[src/rtl/seq_divider_pkg.sv]
// Shared definitions for the sequential restoring divider:
// the FSM state encoding and the default operand width.
package seq_divider_pkg;

    localparam int DEFAULT_WIDTH = 4;

    typedef enum logic [1:0] {
        IDLE = 2'd0,
        CALC = 2'd1,
        FIN  = 2'd2
    } state_t;

endpackage

[src/rtl/seq_divider_addsub_n.sv]
// Parameterized N-bit adder/subtractor shared by the arithmetic lab.
// control=0 adds, control=1 subtracts as a + ~b + 1; co is the carry out,
// so in subtract mode co=1 means no borrow (a >= b, unsigned).
module addsub_n #(
    parameter int N = 5
) (
    input  logic [N-1:0] a,
    input  logic [N-1:0] b,
    input  logic         control,
    output logic [N-1:0] r,
    output logic         co
);

    logic [N:0] sum;

    // Invert b and inject the carry-in when subtracting.
    always_comb begin
        sum = {1'b0, a} + {1'b0, b ^ {N{control}}} + {{N{1'b0}}, control};
        r   = sum[N-1:0];
        co  = sum[N];
    end

endmodule

[src/rtl/seq_divider.sv]
// Sequential restoring unsigned divider: one trial subtraction per clock,
// WIDTH iterations per operation, start/done handshake, divide-by-zero flag.
module seq_divider
    import seq_divider_pkg::*;
#(
    parameter int WIDTH = DEFAULT_WIDTH
) (
    input  logic             clk,
    input  logic             reset,
    input  logic             start,
    input  logic [WIDTH-1:0] dividend,
    input  logic [WIDTH-1:0] divisor,
    output logic             busy,
    output logic             done,
    output logic [WIDTH-1:0] quotient,
    output logic [WIDTH-1:0] remainder,
    output logic             div_by_zero
);

    localparam int CW = $clog2(WIDTH + 1);

    state_t         state;
    logic [WIDTH-1:0] d_reg;
    logic [WIDTH-1:0] q_reg;
    logic [WIDTH-1:0] r_reg;
    logic [CW-1:0]    count;

    logic [WIDTH:0]   trial_a;
    logic [WIDTH:0]   trial_b;
    logic [WIDTH:0]   trial_r;
    logic             trial_co;
    logic             trial_ok;
    logic [WIDTH-1:0] q_next;
    logic [WIDTH-1:0] r_next;

    // The shifted partial remainder keeps its carried-out MSB (WIDTH+1 bits),
    // otherwise large divisors would lose a bit and give wrong quotients.
    always_comb begin
        trial_a  = {r_reg, q_reg[WIDTH-1]};
        trial_b  = {1'b0, d_reg};
        trial_ok = trial_co & ~trial_r[WIDTH];
        q_next   = {q_reg[WIDTH-2:0], trial_ok};
        r_next   = trial_ok ? trial_r[WIDTH-1:0] : trial_a[WIDTH-1:0];
    end

    addsub_n #(
        .N(WIDTH + 1)
    ) u_addsub (
        .a       (trial_a),
        .b       (trial_b),
        .control (1'b1),
        .r       (trial_r),
        .co      (trial_co)
    );

    // Control FSM plus datapath registers; every output is registered.
    always_ff @(posedge clk) begin
        if (reset) begin
            state       <= IDLE;
            busy        <= 1'b0;
            done        <= 1'b0;
            div_by_zero <= 1'b0;
            quotient    <= '0;
            remainder   <= '0;
            count       <= '0;
            d_reg       <= '0;
            q_reg       <= '0;
            r_reg       <= '0;
        end else begin
            case (state)
                IDLE: begin
                    done <= 1'b0;
                    if (start) begin
                        d_reg       <= divisor;
                        q_reg       <= dividend;
                        r_reg       <= '0;
                        count       <= CW'(WIDTH);
                        div_by_zero <= 1'b0;
                        if (divisor == '0) begin
                            state       <= FIN;
                            done        <= 1'b1;
                            div_by_zero <= 1'b1;
                            quotient    <= '1;
                            remainder   <= dividend;
                        end else begin
                            state <= CALC;
                            busy  <= 1'b1;
                        end
                    end
                end
                CALC: begin
                    q_reg <= q_next;
                    r_reg <= r_next;
                    count <= count - CW'(1);
                    if (count == CW'(1)) begin
                        state     <= FIN;
                        busy      <= 1'b0;
                        done      <= 1'b1;
                        quotient  <= q_next;
                        remainder <= r_next;
                    end
                end
                FIN: begin
                    done  <= 1'b0;
                    state <= IDLE;
                end
                default: begin
                    state <= IDLE;
                    busy  <= 1'b0;
                    done  <= 1'b0;
                end
            endcase
        end
    end

endmodule

[config.mk]
export PLATFORM = sky130hd
export DESIGN_NAME = seq_divider
export DESIGN_NICKNAME = d
export VERILOG_FILES = /design/src/rtl/seq_divider_pkg.sv /design/src/rtl/seq_divider_addsub_n.sv /design/src/rtl/seq_divider.sv
export SDC_FILE = /design/constraint.sdc
export NUM_CORES = 1
export LEC_CHECK = 0
export CORE_AREA = 2 2 53 55
export CTS_BUF_LIST = sky130_fd_sc_hd__clkbuf_2
export DETAILED_ROUTE_END_ITERATION = 10
export DIE_AREA = 0 0 55 57
export HOLD_SLACK_MARGIN = 0.03
export PLACE_DENSITY = 0.95
export SYNTH_ARGS = -nofsm -noshare
export SYNTH_HDL_FRONTEND = slang
export SYNTH_HIERARCHICAL = 1
export SYNTH_SLANG_ARGS = --single-unit
[constraint.sdc]
create_clock -name clk -period 4.35 [get_ports clk]
set_clock_uncertainty 0.1 [all_clocks]
set_input_delay 1.0875 -clock clk [delete_from_list [all_inputs] [get_ports clk]]
set_output_delay 1.0875 -clock clk [all_outputs]
set_load 0.01 [all_outputs]
Word level (Yosys, flattened, before mapping)
Cells that the tools add are included.
{"block": "totals", "word_cells": 59, "output_inout_bits": 11, "in_bits": 11, "register_bits": 28}
{"block": "classes", "mux": 27, "reduce_logical": 8, "n_addsub": 3, "bitwise_logic": 4, "n_eq_ne": 7}
{"cell": "2-to-1 mux 4 bit", "count": 9}
{"cell": "case mux 4 bit (2 select lines)", "count": 4}
{"cell": "inequality test 2 bit, second input constant", "count": 4}
{"cell": "AND reduction 4 bit", "count": 2}
{"cell": "adder 5 x 5 -> 6 bit", "count": 1}
{"cell": "adder 6 x 1 -> 6 bit, second input constant", "count": 1}
{"cell": "2-to-1 mux 1 bit", "count": 6}
{"cell": "2-to-1 mux 2 bit", "count": 3}
{"cell": "case mux 3 bit (2 select lines)", "count": 1}
{"cell": "AND reduction 2 bit", "count": 3}
{"cell": "NOT 4 -> 5 bit", "count": 1}
{"cell": "logical NOT 4 bit", "count": 1}
{"cell": "case mux 2 bit (2 select lines)", "count": 1}
{"cell": "== test 3 x 1 -> 1 bit, second input constant", "count": 1}
{"cell": "2-to-1 mux 3 bit", "count": 1}
{"cell": "case mux 1 bit (3 select lines)", "count": 1}
{"cell": "subtractor 3 x 1 -> 3 bit, second input constant", "count": 1}
{"cell": "== test 2 x 1 -> 1 bit, second input constant", "count": 1}
{"cell": "== test 2 bit, second input constant", "count": 1}
{"cell": "logical NOT 2 bit", "count": 1}
{"cell": "NOT 1 bit", "count": 2}
{"cell": "case mux 1 bit (2 select lines)", "count": 1}
{"cell": "nonzero test 2 bit", "count": 1}
{"cell": "bitwise AND 1 bit", "count": 1}

Depth between registers and ports, before layout
{"block": "logic_depth", "depth_word": 8, "ltp_mapped": 11}

Modules after synthesis
Netlist, hierarchy kept.
{"module": "seq_divider", "n_inst": 1, "cells_each": 133, "area_each_um2": 1193.6, "seq_area_each_um2": 560.5}
{"module": "addsub_n", "n_inst": 1, "cells_each": 29, "area_each_um2": 240.2, "seq_area_each_um2": 0.0}

Worst setup path after synthesis
Ideal clock, no wire load.
{"block": "synth_timing", "path_kind": "in2reg", "startpoint": "in divisor[0]", "endpoint": "reg quotient[2]", "path_buffers": 1, "t_arrival_ns": 2.269, "cell_stages": 5, "path_slack_ns": 1.902, "required_ns": 4.171, "setup_ns": 0.079, "cell_sequence": "or4_4 -> o22ai_4 -> buf_6 -> nor2_2 -> a211oi_2"}
{"block": "synth_between", "elab_chain_cells": 3}
{"element": "start: declaration", "line_no": "seq_divider.sv:12", "source": "input logic [WIDTH-1:0] divisor,"}
{"element": "logical NOT 4 bit", "line_no": "seq_divider.sv:79", "source": "if (divisor == '0) begin"}
{"element": "inequality test 2 bit (no source line)"}
{"element": "AND reduction 4 bit (no source line)"}
{"element": "end signal: assignment", "line_no": "seq_divider.sv:99", "source": "quotient <= q_next;"}
{"element": "end: declaration", "line_no": "seq_divider.sv:15", "source": "output logic [WIDTH-1:0] quotient,"}
Every way passes these cells.
A chain may end at the register's enable or synchronous reset.

Worst setup path after layout
{"block": "layout_timing", "startpoint": "in divisor[1]", "endpoint": "reg quotient[0]"}
The elaborated chain is that of the path after synthesis.

==> results.py <==
metrics = {
    "status": {
        "outcome": "complete, no violations",
    },
    "synthesis": {
        "synthFlopType": "dfxtp_1",
        "ys.warnings.count": 6,
        "syn_nets": 181,
        "synth-seq-cells": 28,
        "syn_area_mm2": 0.00143,
        "synth_edf_count": 0,
        "synth.distinct_cells": 34,
        "syn_inst": 162,
        "synthArstFlopShare_pct": 0,
        "yosysSeqAreaShare_pct": 39.1,
        "synth.avg_cell_area_um2": 8.85,
    },
    "critical_path": {
        "crit_slowest_cell": "or4_4",
        "crit_required_ns": 4.52,
        "reg2reg_depth": 9,
        "cp_top_family": "compound AO/OA/AOI/OAI gates",
        "crit_buf_inv": 1,
        "critPathLaunchType": "input pin",
        "crit_chain": "clkdlybuf4s50_1, or4_4, o22ai_4, nor2_1, a311oi_1",
        "end_kind": "flip-flop",
        "crit_cells": 5,
        "cpPeakStageDelay_ns": 0.57,
        "cp_max_fo": 17,
        "critPathKind": "in -> reg",
        "cp.arrival_ns": 2.91,
    },
    "route": {
        "drtPass1Iterations": 4,
        "route.detailed.drc": 0,
        "vias": 1185,
        "routed_via_density": 5.64,
        "wire_per_inst_um": 14.8,
        "drtAntennaViolNets": 0,
        "first_iter_violations": 24,
        "routed_wl_mm": 3.10,
    },
    "floorplanning": {
        "io_pins": 22,
        "die_y_um": 57,
        "start_util_pct": 54.8,
        "dieArea_mm2": 0.00314,
        "die_w_um": 55,
        "core_region_area_mm2": 0.00262,
        "num_rows": 19,
    },
    "placement": {
        "io_buffers": 21,
        "pre_cts_slack_ns": 1.21,
        "dp.cells": 206,
        "place_hpwl_mm": 2.32,
        "gp_congestion": 0.773,
    },
    "run": {
        "max_cap_viol_count": 0,
    },
    "layout": {
        "final_cells": 210,
        "syn2layout_area_growth_pct": 15.4,
        "drive_above_1_share_pct": 8.38,
        "fin_nets": 199,
        "antennaDiodeCount": 0,
    },
    "clock_tree": {
        "insertion_delay_ns": 0.38,
        "numCtsBuffers": 3,
        "postCtsSetupBuffers": 0,
        "cts.clk_slew.worst_paths_ns": 0.23,
        "hold_buffers": 0,
        "cts_buffer_depth": 2,
        "clock_sinks": 28,
        "cts_tree": "done",
        "cts_resized": 0,
        "root_buffer": "clkbuf_2",
        "htree_levels": 1,
    },
    "timing": {
        "post-route-period-util_pct": 63.1,
        "rsz0062_at_grt": "false",
        "setup_viol": 0,
        "fmax_mhz": 365,
        "relSlewSlack_pct": 36.3,
        "fin_crit_ns": 2.74,
        "hold_viol_final": 0,
        "holdWs_ns": 0.392,
        "final.setup.tns_ns": 0,
        "timing.final.ws_setup_ns": 1.61,
        "tightest_slew_ns": 0.953,
        "maxSlewViolCount": 0,
    },
    "power_and_ir_drop": {
        "p_comb_share_pct": 24.6,
        "p_sw_share_pct": 31.2,
        "p_sw_mw": 0.160,
        "p_seq_share_pct": 56.5,
        "total_leakage_power_nw": 0.649,
        "ir_drop_uv": 208,
        "fin_total_pwr_mw": 0.513,
        "power_density_mw_per_mm2": 310,
        "p_int_mw": 0.353,
        "pwr-share-clk_pct": 18.9,
    },
    "min_path": {
        "hold_depth": 2,
        "hold_path_class": "reg -> reg",
    },
    "global_routing": {
        "grt_pass1_vias": 1236,
        "grt_first_pass_wirelength_mm": 5.40,
        "grt_max_degree": 27,
        "antenna_found_initial": 0,
        "grt_remaining_overflow": 0,
        "grt_use_total_pct": 22.9,
    },
}
[synth_stat cells, types with 2 or more instances]
cell type  instances  area share [%]
a211oi_1           4             2.1
a21oi_1           10             3.5
a311oi_1           7             4.3
a31oi_1            3             1.3
buf_2              2            0.70
buf_6              2             1.6
clkbuf_1           4             1.0
conb_1             2            0.52
dfxtp_1           28              39
ha_1               7             6.1
inv_1              7             1.8
mux2_2             4             3.1
mux2i_1            5             3.5
nand2_1           19             5.0
nand2b_1           4             1.7
nor2_1            26             6.8
nor2b_1            3             1.3
or2_2              2            0.87
xnor2_1            2             1.2
xor2_1             7             4.3
[power groups by stage]
| stage | Combinational [mW] | Clock [mW] | Sequential, mW |
|---|---|---|---|
| 2_1_floorplan | 0.0871 | 0 | 0.292 |
| 3_3_place_gp | 0.116 | 0 | 0.293 |
| 3_5_place_dp | 0.124 | 0 | 0.295 |
| 4_1_cts | 0.125 | 0.0979 | 0.290 |
| 5_1_grt | 0.140 | 0.109 | 0.293 |
| 6_report | 0.126 | 0.0973 | 0.290 |
[stage by stage]
step | utilization, % | cell area [µm²]
2_1_floorplan | - | 1430
3_3_place_gp | 62.5 | 1640
3_5_place_dp | 62.5 | 1640
4_1_cts | 63.3 | 1650
5_1_grt | 63.3 | 1650
6_report | 63.3 | 1650
[kinds of logic (layout without fill, tap and decap cells)]
| kind of cell | count (synthesis) | count (layout) | synth area share (%) |
|---|---|---|---|
| and+or+nand+nor | 60 | 60 | 19.4 |
| AOI/OAI and AO/OA | 31 | 31 | 16.2 |
| DFF | 28 | 28 | 39.1 |
| buffers and inverters | 15 | 32 | 5.15 |
| xor gates and xnor gates | 9 | 9 | 5.50 |
| muxes | 9 | 9 | 6.63 |
| adders and majority gates | 8 | 8 | 7.50 |
| other | 2 | 2 | 0.524 |
[per-layer routing]
layer	vias to the layer above	wire (µm)	track usage, %
met5	-	0	0
met4	0	30	5.57
met3	6	145	4.45
met2	38	1590	39.5
met1	556	1330	29.0
li1	585	-	-
[area by class of cell]
cell class / instances / area, µm²
Fill cell: 253 / 961
Timing Repair Buffer: 21 / 210
Clock inverter: 1 / 3.75
Multi-Input combinational cell: 119 / 800
Clock buffer: 3 / 15.0
Tap cell: 31 / 38.8
Inverter: 7 / 26.3
Sequential cell: 28 / 561
[layout by cell type, fill, tap and decap left out, drive strengths merged, types with 3 or more instances in the layout]
cell type	instances
nor2	27
xor2	7
ha	7
a211oi	5
clkdlybuf4s50	21
dfxtp	28
a31oi	3
a21oi	10
nand2	19
clkbuf	3
mux2	4
a311oi	7
nand2b	4
nor2b	3
inv	7
or2	3
mux2i	5
[tightest hold or removal path: cells and delay by family (launching register included)]
family	cells	cell delay (ns)
AO/OA/AOI/OAI	1	0.06
AND/OR/NAND/NOR	1	0.06
flip-flops	1	0.36
[worst paths after layout]
check	start	to	slack, ns
max	divisor[1]	quotient[0]	1.61
min	div_by_zero	div_by_zero	0.39
max reg2reg	d_reg[0]	r_reg[0]	1.62
min reg2reg	div_by_zero	div_by_zero	0.39
No activity file was read; power rests on OpenSTA's default activity.
